### src/rtl/board_xfer_ctrl_if.sv
// Nios/link side signal bundle of the board transfer controller.
// The slave modport is the controller; the master modport is the Nios/link environment.
interface board_xfer_ctrl_if #(
  parameter int FRAME_W = 256
);
  logic               send_req;
  logic [FRAME_W-1:0] board_in;
  logic               rx_ack;
  logic               remote_ready;
  logic               link_tx_done;
  logic               link_rx_valid;
  logic [FRAME_W-1:0] rx_frame;

  logic               link_start;
  logic [FRAME_W-1:0] tx_frame;
  logic               local_ready;
  logic [FRAME_W-1:0] board_out;
  logic               rx_pending;
  logic               my_turn;
  logic               busy;
  logic               tx_ok;
  logic               tx_err;

  modport slave (
    input  send_req, board_in, rx_ack, remote_ready, link_tx_done, link_rx_valid, rx_frame,
    output link_start, tx_frame, local_ready, board_out, rx_pending, my_turn, busy, tx_ok, tx_err
  );

  modport master (
    output send_req, board_in, rx_ack, remote_ready, link_tx_done, link_rx_valid, rx_frame,
    input  link_start, tx_frame, local_ready, board_out, rx_pending, my_turn, busy, tx_ok, tx_err
  );
endinterface

### src/rtl/board_xfer_ctrl.sv
// Half-duplex board frame exchange sequencer between the Nios board image and the
// board-to-board serial link: send handshake with timeout/retry, receive hold, turn tracking.
module board_xfer_ctrl #(
  parameter int FRAME_W        = 256,
  parameter int TIMEOUT_CYCLES = 1024,
  parameter int MAX_RETRY      = 3,
  parameter bit FIRST_TURN     = 1'b1
) (
  input logic              clk,
  input logic              rst_n,
  board_xfer_ctrl_if.slave xfer_if
);

  localparam int CNT_W = (TIMEOUT_CYCLES > 1) ? $clog2(TIMEOUT_CYCLES) : 1;
  localparam int RTY_W = $clog2(MAX_RETRY + 1);
  localparam logic [CNT_W-1:0] CNT_LAST = CNT_W'(TIMEOUT_CYCLES - 1);
  localparam logic [RTY_W-1:0] RTY_LAST = RTY_W'(MAX_RETRY - 1);

  typedef enum logic [1:0] {
    S_IDLE      = 2'd0,
    S_WAIT_PEER = 2'd1,
    S_SEND      = 2'd2
  } state_e;

  state_e             state_q,      state_d;
  logic               send_req_q,   send_req_d;
  logic [CNT_W-1:0]   cnt_q,        cnt_d;
  logic [RTY_W-1:0]   rty_q,        rty_d;
  logic               link_start_q, link_start_d;
  logic               tx_ok_q,      tx_ok_d;
  logic               tx_err_q,     tx_err_d;
  logic               my_turn_q,    my_turn_d;
  logic               rx_pending_q, rx_pending_d;
  logic [FRAME_W-1:0] tx_frame_q,   tx_frame_d;
  logic [FRAME_W-1:0] board_out_q,  board_out_d;

  logic send_rise;
  logic rx_accept;

  // NOTE: reset is sampled on the clock edge, and the wide frame registers are
  // cleared too so an aborted transfer leaves no stale frame on the outputs.
  always_ff @(posedge clk) begin
    if (!rst_n) begin
      state_q      <= S_IDLE;
      send_req_q   <= 1'b0;
      cnt_q        <= '0;
      rty_q        <= '0;
      link_start_q <= 1'b0;
      tx_ok_q      <= 1'b0;
      tx_err_q     <= 1'b0;
      my_turn_q    <= FIRST_TURN;
      rx_pending_q <= 1'b0;
      tx_frame_q   <= '0;
      board_out_q  <= '0;
    end else begin
      // NOTE: non-blocking assignments so every register samples pre-edge values.
      state_q      <= state_d;
      send_req_q   <= send_req_d;
      cnt_q        <= cnt_d;
      rty_q        <= rty_d;
      link_start_q <= link_start_d;
      tx_ok_q      <= tx_ok_d;
      tx_err_q     <= tx_err_d;
      my_turn_q    <= my_turn_d;
      rx_pending_q <= rx_pending_d;
      tx_frame_q   <= tx_frame_d;
      board_out_q  <= board_out_d;
    end
  end

  always_comb begin
    // NOTE: every next-state value is defaulted first so no latch is inferred.
    state_d      = state_q;
    send_req_d   = xfer_if.send_req;
    cnt_d        = cnt_q;
    rty_d        = rty_q;
    link_start_d = 1'b0;
    tx_ok_d      = 1'b0;
    tx_err_d     = tx_err_q;
    my_turn_d    = my_turn_q;
    tx_frame_d   = tx_frame_q;
    board_out_d  = board_out_q;

    send_rise = xfer_if.send_req & ~send_req_q;

    // An acknowledge frees the holding slot before a same-cycle frame is considered.
    rx_pending_d = rx_pending_q & ~xfer_if.rx_ack;
    rx_accept    = (state_q != S_SEND) & xfer_if.link_rx_valid & ~rx_pending_d;

    if (rx_accept) begin
      board_out_d  = xfer_if.rx_frame;
      rx_pending_d = 1'b1;
      my_turn_d    = 1'b1;
    end

    unique case (state_q)
      S_IDLE: begin
        if (send_rise && !xfer_if.link_rx_valid) begin
          if (my_turn_q) begin
            tx_frame_d = xfer_if.board_in;
            tx_err_d   = 1'b0;
            cnt_d      = '0;
            rty_d      = '0;
            state_d    = S_WAIT_PEER;
          end else begin
            tx_err_d = 1'b1;
          end
        end
      end

      S_WAIT_PEER: begin
        // A frame arriving now means the peer moved first: the send is abandoned.
        if (xfer_if.link_rx_valid) begin
          tx_err_d = 1'b1;
          state_d  = S_IDLE;
        end else if (xfer_if.remote_ready) begin
          link_start_d = 1'b1;
          state_d      = S_SEND;
        end else if (cnt_q == CNT_LAST) begin
          cnt_d = '0;
          rty_d = rty_q + 1'b1;
          if (rty_q == RTY_LAST) begin
            tx_err_d = 1'b1;
            state_d  = S_IDLE;
          end
        end else begin
          cnt_d = cnt_q + 1'b1;
        end
      end

      S_SEND: begin
        if (xfer_if.link_tx_done) begin
          tx_ok_d   = 1'b1;
          my_turn_d = 1'b0;
          state_d   = S_IDLE;
        end
      end

      default: state_d = S_IDLE;
    endcase
  end

  assign xfer_if.link_start  = link_start_q;
  assign xfer_if.tx_frame    = tx_frame_q;
  assign xfer_if.board_out   = board_out_q;
  assign xfer_if.rx_pending  = rx_pending_q;
  assign xfer_if.my_turn     = my_turn_q;
  assign xfer_if.tx_ok       = tx_ok_q;
  assign xfer_if.tx_err      = tx_err_q;
  assign xfer_if.busy        = (state_q != S_IDLE);
  assign xfer_if.local_ready = (state_q == S_IDLE) & ~rx_pending_q;

  a_start_in_send : assert property (@(posedge clk) link_start_q |-> (state_q == S_SEND));
  a_ok_in_idle    : assert property (@(posedge clk) tx_ok_q |-> (state_q == S_IDLE));
  a_frame_stable  : assert property (@(posedge clk)
                      (state_q == S_SEND && rst_n) |=> $stable(tx_frame_q));

endmodule
### src/flat_wrapper.sv
// flat-port wrapper written by rule: the top's interface ports become plain ports
module board_xfer_ctrl_flat 
#(
  parameter int FRAME_W        = 256,
  parameter int TIMEOUT_CYCLES = 1024,
  parameter int MAX_RETRY      = 3,
  parameter bit FIRST_TURN     = 1'b1
)
  (clk, rst_n, xfer_if_send_req, xfer_if_board_in, xfer_if_rx_ack, xfer_if_remote_ready, xfer_if_link_tx_done, xfer_if_link_rx_valid, xfer_if_rx_frame, xfer_if_link_start, xfer_if_tx_frame, xfer_if_local_ready, xfer_if_board_out, xfer_if_rx_pending, xfer_if_my_turn, xfer_if_busy, xfer_if_tx_ok, xfer_if_tx_err);
  board_xfer_ctrl_if #(.FRAME_W(FRAME_W)) xfer_if_i ();
  input logic clk;
  input logic rst_n;
  input wire logic [$bits(xfer_if_i.send_req)-1:0] xfer_if_send_req;
  input wire logic [$bits(xfer_if_i.board_in)-1:0] xfer_if_board_in;
  input wire logic [$bits(xfer_if_i.rx_ack)-1:0] xfer_if_rx_ack;
  input wire logic [$bits(xfer_if_i.remote_ready)-1:0] xfer_if_remote_ready;
  input wire logic [$bits(xfer_if_i.link_tx_done)-1:0] xfer_if_link_tx_done;
  input wire logic [$bits(xfer_if_i.link_rx_valid)-1:0] xfer_if_link_rx_valid;
  input wire logic [$bits(xfer_if_i.rx_frame)-1:0] xfer_if_rx_frame;
  output wire logic [$bits(xfer_if_i.link_start)-1:0] xfer_if_link_start;
  output wire logic [$bits(xfer_if_i.tx_frame)-1:0] xfer_if_tx_frame;
  output wire logic [$bits(xfer_if_i.local_ready)-1:0] xfer_if_local_ready;
  output wire logic [$bits(xfer_if_i.board_out)-1:0] xfer_if_board_out;
  output wire logic [$bits(xfer_if_i.rx_pending)-1:0] xfer_if_rx_pending;
  output wire logic [$bits(xfer_if_i.my_turn)-1:0] xfer_if_my_turn;
  output wire logic [$bits(xfer_if_i.busy)-1:0] xfer_if_busy;
  output wire logic [$bits(xfer_if_i.tx_ok)-1:0] xfer_if_tx_ok;
  output wire logic [$bits(xfer_if_i.tx_err)-1:0] xfer_if_tx_err;
  assign xfer_if_i.send_req = xfer_if_send_req;
  assign xfer_if_i.board_in = xfer_if_board_in;
  assign xfer_if_i.rx_ack = xfer_if_rx_ack;
  assign xfer_if_i.remote_ready = xfer_if_remote_ready;
  assign xfer_if_i.link_tx_done = xfer_if_link_tx_done;
  assign xfer_if_i.link_rx_valid = xfer_if_link_rx_valid;
  assign xfer_if_i.rx_frame = xfer_if_rx_frame;
  assign xfer_if_link_start = xfer_if_i.link_start;
  assign xfer_if_tx_frame = xfer_if_i.tx_frame;
  assign xfer_if_local_ready = xfer_if_i.local_ready;
  assign xfer_if_board_out = xfer_if_i.board_out;
  assign xfer_if_rx_pending = xfer_if_i.rx_pending;
  assign xfer_if_my_turn = xfer_if_i.my_turn;
  assign xfer_if_busy = xfer_if_i.busy;
  assign xfer_if_tx_ok = xfer_if_i.tx_ok;
  assign xfer_if_tx_err = xfer_if_i.tx_err;
  board_xfer_ctrl #(.FRAME_W(FRAME_W), .TIMEOUT_CYCLES(TIMEOUT_CYCLES), .MAX_RETRY(MAX_RETRY), .FIRST_TURN(FIRST_TURN)) u_core (.clk(clk), .rst_n(rst_n), .xfer_if(xfer_if_i));
endmodule
### config.mk
export PLATFORM = sky130hd
export DESIGN_NAME = board_xfer_ctrl_flat
export DESIGN_NICKNAME = d
export VERILOG_FILES = /design/src/rtl/board_xfer_ctrl_if.sv /design/src/rtl/board_xfer_ctrl.sv /design/src/flat_wrapper.sv
export SDC_FILE = /design/constraint.sdc
export NUM_CORES = 1
export LEC_CHECK = 0
export ABC_CLOCK_PERIOD_IN_PS = 1940
export BUFFER_PORTS_ARGS = -buffer_cell sky130_fd_sc_hd__buf_2
export CORE_AREA = 2 2 401 403
export CTS_CLUSTER_SIZE = 8
export DETAILED_ROUTE_END_ITERATION = 8
export DIE_AREA = 0 0 403 405
export PLACE_DENSITY = 0.32
export REMOVE_ABC_BUFFERS = 1
export SYNTH_ARGS = -nofsm -noshare
export SYNTH_HDL_FRONTEND = slang
export SYNTH_SLANG_ARGS = --single-unit
### constraint.sdc
create_clock -name clk -period 1.94 [get_ports clk]
set_clock_uncertainty 0.2 [all_clocks]
set_input_delay 0.194 -clock clk [delete_from_list [all_inputs] [get_ports clk]]
set_output_delay 0.194 -clock clk [all_outputs]
set_load 0.1 [all_outputs]
## Word-level counts from Yosys, hierarchy flattened

Cells that the tools add are included.

| storage, ports and cells | value |
|---|---|
| memories | 0 |
| bits in latches | 0 |
| register bits after elaboration | 532 |
| bits in read-only memories | 0 |
| RAM bits | 0 |
| input port bits | 519 |

| cells by class | value |
|---|---|
| bitwise operators | 11 |
| add/subtract/negate cells | 2 |
| shift operators | 0 |
| equal/unequal tests | 16 |
| divide/modulo/power cells | 0 |
| reduce and logical (&&, ||, !) cells | 12 |
| $mul | 0 |
| multiplexer cells | 33 |
| order comparisons | 0 |

Operators with widths:

| kind | count |
|---|---|
| $mux 10 | 5 |
| $mux 2 | 12 |
| $pmux 10 s2 | 1 |
| $reduce_and 5->1 | 3 |
| $mux 1 | 12 |
| $add 10x1->10 const B | 1 |
| $eq 10x10->1 const B | 1 |
| $ne 2x2->1 const B | 4 |
| $ne 4x3->1 const B | 2 |
| $ne 2x1->1 const B | 3 |
| $ne 3x2->1 const B | 2 |
| $not 1->1 | 6 |
| $pmux 2 s3 | 1 |
| $reduce_and 6->1 | 1 |
| $and 1x1->1 | 5 |
| $eq 2x2->1 const B | 2 |
| $pmux 2 s2 | 1 |
| $reduce_bool 2->1 | 2 |
| $ne 3x3->1 const B | 1 |
| $reduce_and 3->1 | 1 |
| $reduce_or 3->1 | 1 |
| $add 2x1->2 const B | 1 |
| $eq 2x1->1 const B | 1 |
| $logic_not 2->1 | 1 |
| other kinds (4) | 4 |

## Logic depth before layout (Yosys ltp)

Gate-level depths: netlist of run 1.

| logic depth | value |
|---|---|
| depth after elaboration | 7 |
| gate-level depth with buffers | 7 |
| gate-level depth less buffers | 5 |

## Worst setup path after synthesis of run 1

Ideal clock, no wire load.

| timing path | value |
|---|---|
| path type | register to output |
| from | register u_core.state_q[1] |
| to | output port xfer_if_local_ready |
| setup slack | -746 ps |
| arrival time | 2292 ps |
| stages on the path, launching flop included | 4 |
| buffers on the path | 0 |
| path through | dfxtp_1 -> nor2_1 -> inv_1 -> nor2_1 |

| on the way | value |
|---|---|
| longest elaborated chain between the ends | 2 |

RTL lines:

| element | RTL line | text |
|---|---|---|
| start: declaration | board_xfer_ctrl.sv:25 | `state_e state_q, state_d;` |
| start signal: assignment | board_xfer_ctrl.sv:57 | `state_q <= state_d;` |
| $logic_not 2->1 | board_xfer_ctrl.sv:151 | `assign xfer_if.local_ready = (state_q == S_IDLE) & ~rx_pending_q;` |
| $and 1x1->1 | board_xfer_ctrl.sv:151 |  |
| end: declaration | flat_wrapper.sv:22 | `output wire logic [$bits(xfer_if_i.local_ready)-1:0] xfer_if_local_ready;` |

No other way between the ends.

## Worst setup path in the final report of run 1

Same ends and word-level chain as after synthesis.

==> results of run 1 <==
state kept, by name, summed over array words and instances, names as in the netlist, 2 cells and up:
| register | flops |
|---|---|
| u_core.cnt_q | 10 |
| u_core.rty_q | 2 |
| u_core.state_q | 2 |
| u_core.xfer_if.board_out | 256 |
| u_core.xfer_if.tx_frame | 256 |
report_power, final:
part,leakage [nW],internal [mW],switching (mW)
logic,10.1,2.38,6.38
clock network,1.08,7.55,5.60
registers,4.35,11.5,0.288
total,15.6,21.4,12.3
worst min-delay path, delay by kind of cell:
| kind | cells | cell delay (ns) |
|---|---|---|
| compound gates | 1 | 0.05 |
| simple gates | 1 | 0.04 |
| buf+inv | 2 | 0.65 |
cell usage after synthesis:
cell type,instances
or4b_1,1
and4_1,3
a21oi_1,522
o31ai_1,6
xor2_1,1
and2_1,1
nor2_1,7
clkbuf_1,119
nand3b_1,1
o22ai_1,1
a2bb2oi_2,1
buf_1,5
buf_6,1
o211ai_1,1
nand2_1,1030
inv_1,9
a21boi_1,1
nand4_1,1
o22a_1,1
nor3b_1,2
ha_1,2
mux2i_1,2
a31oi_1,2
or3b_4,1
or3_1,4
or4_1,6
nand2b_1,2
and3_1,2
o21ai_0,5
nor3b_2,1
nand3_1,4
dfxtp_1,532
buf_2,49
cell families after synthesis:
logic type,after synthesis
simple gates,1066
compound gates,540
buf+inv,183
xor+xnor,1
mux,2
flops,532
fa+ha+maj,2
layout make-up:
| cell class | count | area (um2) | area share (%) |
|---|---|---|---|
| clock inverter | 11 | 225.2 | 0.6228 |
| tap | 2086 | 2610 | 7.217 |
| antenna | 13 | 32.53 | 0.08995 |
| clock buffer | 88 | 2031 | 5.615 |
| timing repair buffer | 1690 | 12840 | 35.51 |
| inverter | 9 | 43.79 | 0.1211 |
| multi-input combinational | 1612 | 7725 | 21.36 |
| sequential | 532 | 10660 | 29.46 |
per-stage QoR:
step	instance area (um2)	power, mW	instances	worst slack, ns	util, %
after global placement	26380	19.27	5358	-0.03807	16.56
after global routing	36140	35.11	6031	-0.1986	22.69
after detailed placement	26380	19.27	5358	-0.01586	16.56
after floorplan	17580	17.30	2152	-6.622	-
after CTS	34650	34.01	5994	-0.1989	21.75
final	36160	33.70	6041	-0.09372	22.71
layout by cell type, fill, tap and decap left out, drive strengths merged, types with 6 or more instances in the layout:
master,instances
dlygate4sd3,521
o31ai,6
clkbuf,107
clkinv,7
nand2,1030
nor2,7
dfxtp,532
inv,10
a21oi,522
buf,1149
diode,13
or4,6
routing by layer:
layer / vias up / wire, um
met2: 745 / 62780
met5: - / 73
met3: 184 / 9599
met1: 10575 / 46950
li1: 10714 / -
met4: 10 / 3575
worst min-delay path by stage:
stage | startpoint | end | slack (ns)
final | xfer_if_rx_frame[80] | u_core.xfer_if.board_out[80]$_SDFFE_PN0P_ | 0.1
after global routing | xfer_if_rx_frame[173] | u_core.xfer_if.board_out[173]$_SDFFE_PN0P_ | 0.05
after CTS | xfer_if_board_in[84] | u_core.xfer_if.tx_frame[84]$_SDFFE_PN0P_ | 0.008
after detailed placement | xfer_if_send_req | u_core.send_req_q$_SDFF_PN0_ | 0.23
after global placement | xfer_if_send_req | u_core.send_req_q$_SDFF_PN0_ | 0.22
after floorplan | xfer_if_link_rx_valid | u_core.xfer_if.link_start$_SDFF_PP0_ | 0.07
timing repair:
action / CTS / global route
hold buffers: 521 / 0
gates resized for setup: 197 / 250
buffers inserted: 10 / 10
hold endpoints to repair: 532 / 0
cloned: 6 / 25
pin swaps: 10 / 51
endpoints found under the setup margin: 210 / 447
==> results.txt, run 1 <==
GRT overflow: 0
Worst EP required: 1.55 ns
Layout net count: 4445
Drt first pass iters: 4
Final setup violating endpoints: 136
Initial core utilization: 11.49%
Largest net degree at the start of global routing: 94
Register area share after synthesis: 58.19%
# rows: 147
Cells after synthesis: 2326
Layout cells sized above 1: 37.62%
Avg WL per Cell: 20.36 um
Crit path max fanout: 2
Failing checks: negative setup slack
Mapped cell area: 0.01830 mm2
IO Count: 1038
Clk_lat worst skew: 0.68 ns
R2r setup slk: -0.08 ns
M1 GR Usage: 15.02%
Delay-heaviest family, CP: buffers and inverters
Worst r2r src: u_core.state_q[1]$_SDFFE_PN0P_
Vias in the first global route: 21758
Final Cycle Share: 104.8%
Max-cap check violation count: 0
Worst path max stage delay: 0.35 ns
Post-layout min period: 2.034 ns
CTS Buffer Depth: 3
Syn_area_per_cell: 7.869 um2
Power Density: 932.0 mW/mm2
Slowest stage cell on the critical path: dfxtp_4
Least-Margin Pin Slew: 0.7683 ns
Cell count of the worst reg-to-reg path: 6
Post-synthesis compound-gate area fraction: 14.97%
Yosys warnings: 0
Die area: 0.1632 mm2
Gpl congestion: 0.8043
Worst VDD drop: 585.7 uV
Synthesized flop and latch total: 532
Routing usage on met3: 5.013%
Worst hold margin: 0.09551 ns
PnR worst setup slack: -0.09372 ns
GRT Overall Usage: 13.84%
Post-route ant nets: 0
Residual DRC count: 0
Area leader, netlist: dfxtp_1
Die span in x: 403 um
CP Depth: 6
Max Clk Rate: 0.4917 GHz
Synth top area cells: dfxtp_1, nand2_1, a21oi_1, clkbuf_1, buf_2
Buf/Inv on CP: 4
RSZ-0062 raised after global routing: yes
GR Layer Usage met2: 24.86%
Yosys top cell area share: 58.19%
Dpl hpwl: 91.20 mm
Clock root cell: clkbuf_16
Synth unique cells: 33
CTS tree: done
Final Hold Viols: 0
Worst hold path class: in -> reg
Largest family of logic cells by synthesized area: simple AND/OR/NAND/NOR gates
TritonCTS sink count: 532
Num CTS Buffers: 79
Area delta synth->final: 97.59%
XOR/XNOR share of the synthesized area: 0.04785%
Initial antenna violation count: 40
Clk pin slew, worst setup/hold paths: 0.05 ns
Global-route wire length before repair: 162.2 mm
CP Class: reg -> out
Pleak: 15.58 nW
Arr. time, crit path: 1.64 ns
Via count: 22228
Synthesized-area fraction occupied by adder cells: 0.1367%
Sum Neg Setup Slack: -3.674 ns
Hold Path Stages: 4
DR iter-0 viols: 906
Port Buffer Count: 1037
Grt peak-use layer: met2
Filler instances: 17961
Mux share of post-synthesis cell area: 0.1094%
RR Endpoint: u_core.cnt_q[6]$_SDFFE_PN0P_
Worst Setup EP: xfer_if_local_ready
Status: finished with violations
Core Area: 0.1593 mm2
Worst path cell trace: buf_6 -> nor2_4 -> buf_6 -> inv_4 -> nor2_4 -> buf_12
Startpoint types: flip-flop
H-tree Lvls: 3
DR vias/cell: 3.680
Worst setup path start: u_core.state_q[1]$_SDFFE_PN0P_
Slew Viols, Final: 0
Crit path capture type: output port
Slew headroom: 48.78%
Die Span Y: 405 um
Simple-gate share of the synthesized area: 22.42%
Final wirelength: 123.0 mm
Power figures use the tool's default switching activity.
==> inputs of run 2 (changes only) <==
==> constraint.sdc (replaced) <==
create_clock -name clk -period 1.94 [get_ports clk]
set_clock_uncertainty 0.2 [all_clocks]
set_input_delay 0.194 -clock clk [delete_from_list [all_inputs] [get_ports clk]]
set_output_delay 0.194 -clock clk [all_outputs]
set_load 0.005 [all_outputs]
==> run 2 against run 1 <==
The run still ends with negative setup slack left. Die area is the same. Sequential share of layout area is 0.50 points higher. Non-clock buffer count rose by 4. Core utilization fell by 0.37 points. Clock-buffer cell count increased by 1. Critical path depth decreased by 1. First-iteration DRC count grew 12%. Largest cell class unchanged. Highest routed layer unchanged.
==> results.txt, run 2 (synthesized netlist as in run 1, its figures left out) <==
Final Cycle Share: 103.6% (was 104.8%)
Largest net degree at the start of global routing: 94 (unchanged)
Pleak: 15.59 nW (was 15.58 nW)
Worst EP required: 2.32 ns (was 1.55 ns)
Layout net count: 4450 (was 4445)
CP Class: reg -> reg (was reg -> out)
Hold path start: xfer_if_board_in[34] (was xfer_if_rx_frame[80])
Worst hold margin: 0.1103 ns (was 0.09551 ns)
TritonCTS sink count: 532 (unchanged)
Die Span Y: 405 um (unchanged)
Core Area: 0.1593 mm2 (unchanged)
CTS tree: done (unchanged)
Clk_lat worst skew: 0.67 ns (was 0.68 ns)
Clk pin slew, worst setup/hold paths: 0.05 ns (about the same)
Worst VDD drop: 563.1 uV (was 585.7 uV)
Post-layout min period: 2.009 ns (was 2.034 ns)
Avg WL per Cell: 20.62 um (was 20.36 um)
Slowest stage cell on the critical path: or4b_4 (was dfxtp_4)
Residual DRC count: 0 (unchanged)
Port Buffer Count: 1037 (unchanged)
RSZ-0062 raised after global routing: yes (unchanged)
Slew Viols, Final: 0 (unchanged)
Num CTS Buffers: 79 (unchanged)
Layout Utilization: 22.33% (was 22.71%)
Die area: 0.1632 mm2 (unchanged)
H-tree Lvls: 3 (unchanged)
GRT Overall Usage: 13.78% (was 13.84%)
Worst hold path class: in -> reg (unchanged)
Dpl ws: -0.003380 ns (was -0.01586 ns)
Clock root cell: clkbuf_16 (unchanged)
R2r setup slk: -0.07 ns (was -0.08 ns)
Arr. time, crit path: 2.39 ns (was 1.64 ns)
Sum Neg Setup Slack: -0.8072 ns (was -3.674 ns)
Worst r2r src: u_core.state_q[1]$_SDFFE_PN0P_ (unchanged)
Max Clk Rate: 0.4977 GHz (was 0.4917 GHz)
PnR worst setup slack: -0.06908 ns (was -0.09372 ns)
Worst path cell trace: buf_6 -> or3b_4 -> a2bb2oi_4 -> or4b_4 -> mux2i_1 (was buf_6 -> nor2_4 -> buf_6 -> inv_4 -> nor2_4 -> buf_12)
Gpl congestion: 0.8127 (was 0.8043)
RR Endpoint: u_core.rty_q[0]$_SDFFE_PN0P_ (was u_core.cnt_q[6]$_SDFFE_PN0P_)
Fin area: 0.03557 mm2 (was 0.03616 mm2)
IO Count: 1038 (unchanged)
Max-cap check violation count: 0 (unchanged)
Least-Margin Pin Slew: 0.6650 ns (was 0.7683 ns)
Power Density: 838.3 mW/mm2 (was 932.0 mW/mm2)
CTS Buffer Depth: 3 (unchanged)
Slew headroom: 55.66% (was 48.78%)
Worst path max stage delay: 0.49 ns (was 0.35 ns)
Final wirelength: 124.7 mm (was 123.0 mm)
Worst Hold End: u_core.xfer_if.tx_frame[34]$_SDFFE_PN0P_ (was u_core.xfer_if.board_out[80]$_SDFFE_PN0P_)
# rows: 147 (unchanged)
Final Hold Viols: 0 (unchanged)
GRT overflow: 0 (unchanged)
Dpl hpwl: 91.13 mm (was 91.20 mm)
Global-route wire length before repair: 161.9 mm (was 162.2 mm)
Layout cells sized above 1: 35.67% (was 37.62%)
Drt first pass iters: 5 (was 4)
Hold Path Stages: 4 (unchanged)
Startpoint types: flip-flop (unchanged)
DR iter-0 viols: 1017 (was 906)
Post-route ant nets: 0 (unchanged)
DR vias/cell: 3.655 (was 3.680)
Crit path max fanout: 6 (was 2)
Final setup violating endpoints: 38 (was 136)
Commonest non-fill, non-tap cell in the layout: buf_2 (was nand2_1)
Via count: 22093 (was 22228)
Vias in the first global route: 21629 (was 21758)
Initial core utilization: 11.49% (unchanged)
Cell count of the worst reg-to-reg path: 5 (was 6)
Status: finished with violations (unchanged)
Initial antenna violation count: 42 (was 40)
Failing checks: negative setup slack (unchanged)
Die span in x: 403 um (unchanged)
Most frequent cells in the layout: buf_2, nand2_1, dfxtp_1 (was nand2_1, buf_2, dfxtp_1)
Area after DPL: 0.02635 mm2 (was 0.02638 mm2)
Area delta synth->final: 94.36% (was 97.59%)
Crit path capture type: flip-flop (was output port)
==> run 2: power breakdown <==
group          internal, mW  leakage, nW  total (mW)  switching (mW)
registers              11.5         4.35        11.8           0.280
logic                  2.30         10.1        4.72            2.42
clock network          7.69         1.10        13.3            5.63
total                  21.5         15.6        29.8            8.33
==> run 2: worst max-delay path: cells and delay by family, from the launching register on <==
kind | cells | cell delay, ns
simple gates | 2 | 0.93
flops | 1 | 0.36
compound gates | 1 | 0.19
mux | 1 | 0.13
buf+inv | 1 | 0.12
==> run 2: how the worst max path moves through the flow <==
stage	from	cells past startpoint	slack, ns	endpoint
4_1_cts	u_core.state_q[0]$_SDFFE_PN0P_	6	-0.1	xfer_if_local_ready
2_1_floorplan	rst_n	4	-6.62	u_core.rty_q[0]$_SDFFE_PN0P_
6_report	u_core.state_q[1]$_SDFFE_PN0P_	5	-0.07	u_core.rty_q[0]$_SDFFE_PN0P_
3_5_place_dp	u_core.state_q[1]$_SDFFE_PN0P_	5	-0.003	u_core.cnt_q[6]$_SDFFE_PN0P_
3_3_place_gp	u_core.state_q[1]$_SDFFE_PN0P_	5	-0.03	u_core.cnt_q[6]$_SDFFE_PN0P_
5_1_grt	u_core.state_q[1]$_SDFFE_PN0P_	5	-0.12	u_core.rty_q[0]$_SDFFE_PN0P_
==> run 2: what timing repair did <==
action                                 CTS  global route
hold buffers                           521             0
setup endpoints to repair               65           465
pin swaps                               11            34
gates cloned                             3            31
gates resized for setup                 29           180
endpoints found under the hold margin  532             0
setup buffers                            7            14
==> run 2: metal layers <==
metal	GRT usage, %	share of wire, %	vias up	routed length, um
li1	-	-	10704	-
met1	15.14	38	10446	47300
met2	24.59	51	763	64130
met3	4.780	7.6	174	9481
met4	4.573	3.0	6	3730
met5	0	0.028	-	35
==> run 2: final cells by class <==
class                           count  area [um2]
Clock buffer                       89        2076
Inverter                            9       43.79
Clock inverter                     10       176.4
Multi-Input combinational cell   1613        7516
Timing Repair Buffer             1694       12460
Fill cell                       17944      123700
Tap cell                         2086        2610
Sequential cell                   532       10660
Antenna cell                       12       30.03
==> run 2: metrics by stage <==
| step | std cells | power (mW) |
|---|---|---|
| after floorplan | 2152 | 13.32 |
| after global placement | 5358 | 15.28 |
| after detailed placement | 5358 | 15.29 |
| after CTS | 5988 | 30.03 |
| after global routing | 6037 | 31.23 |
| final | 6045 | 29.82 |
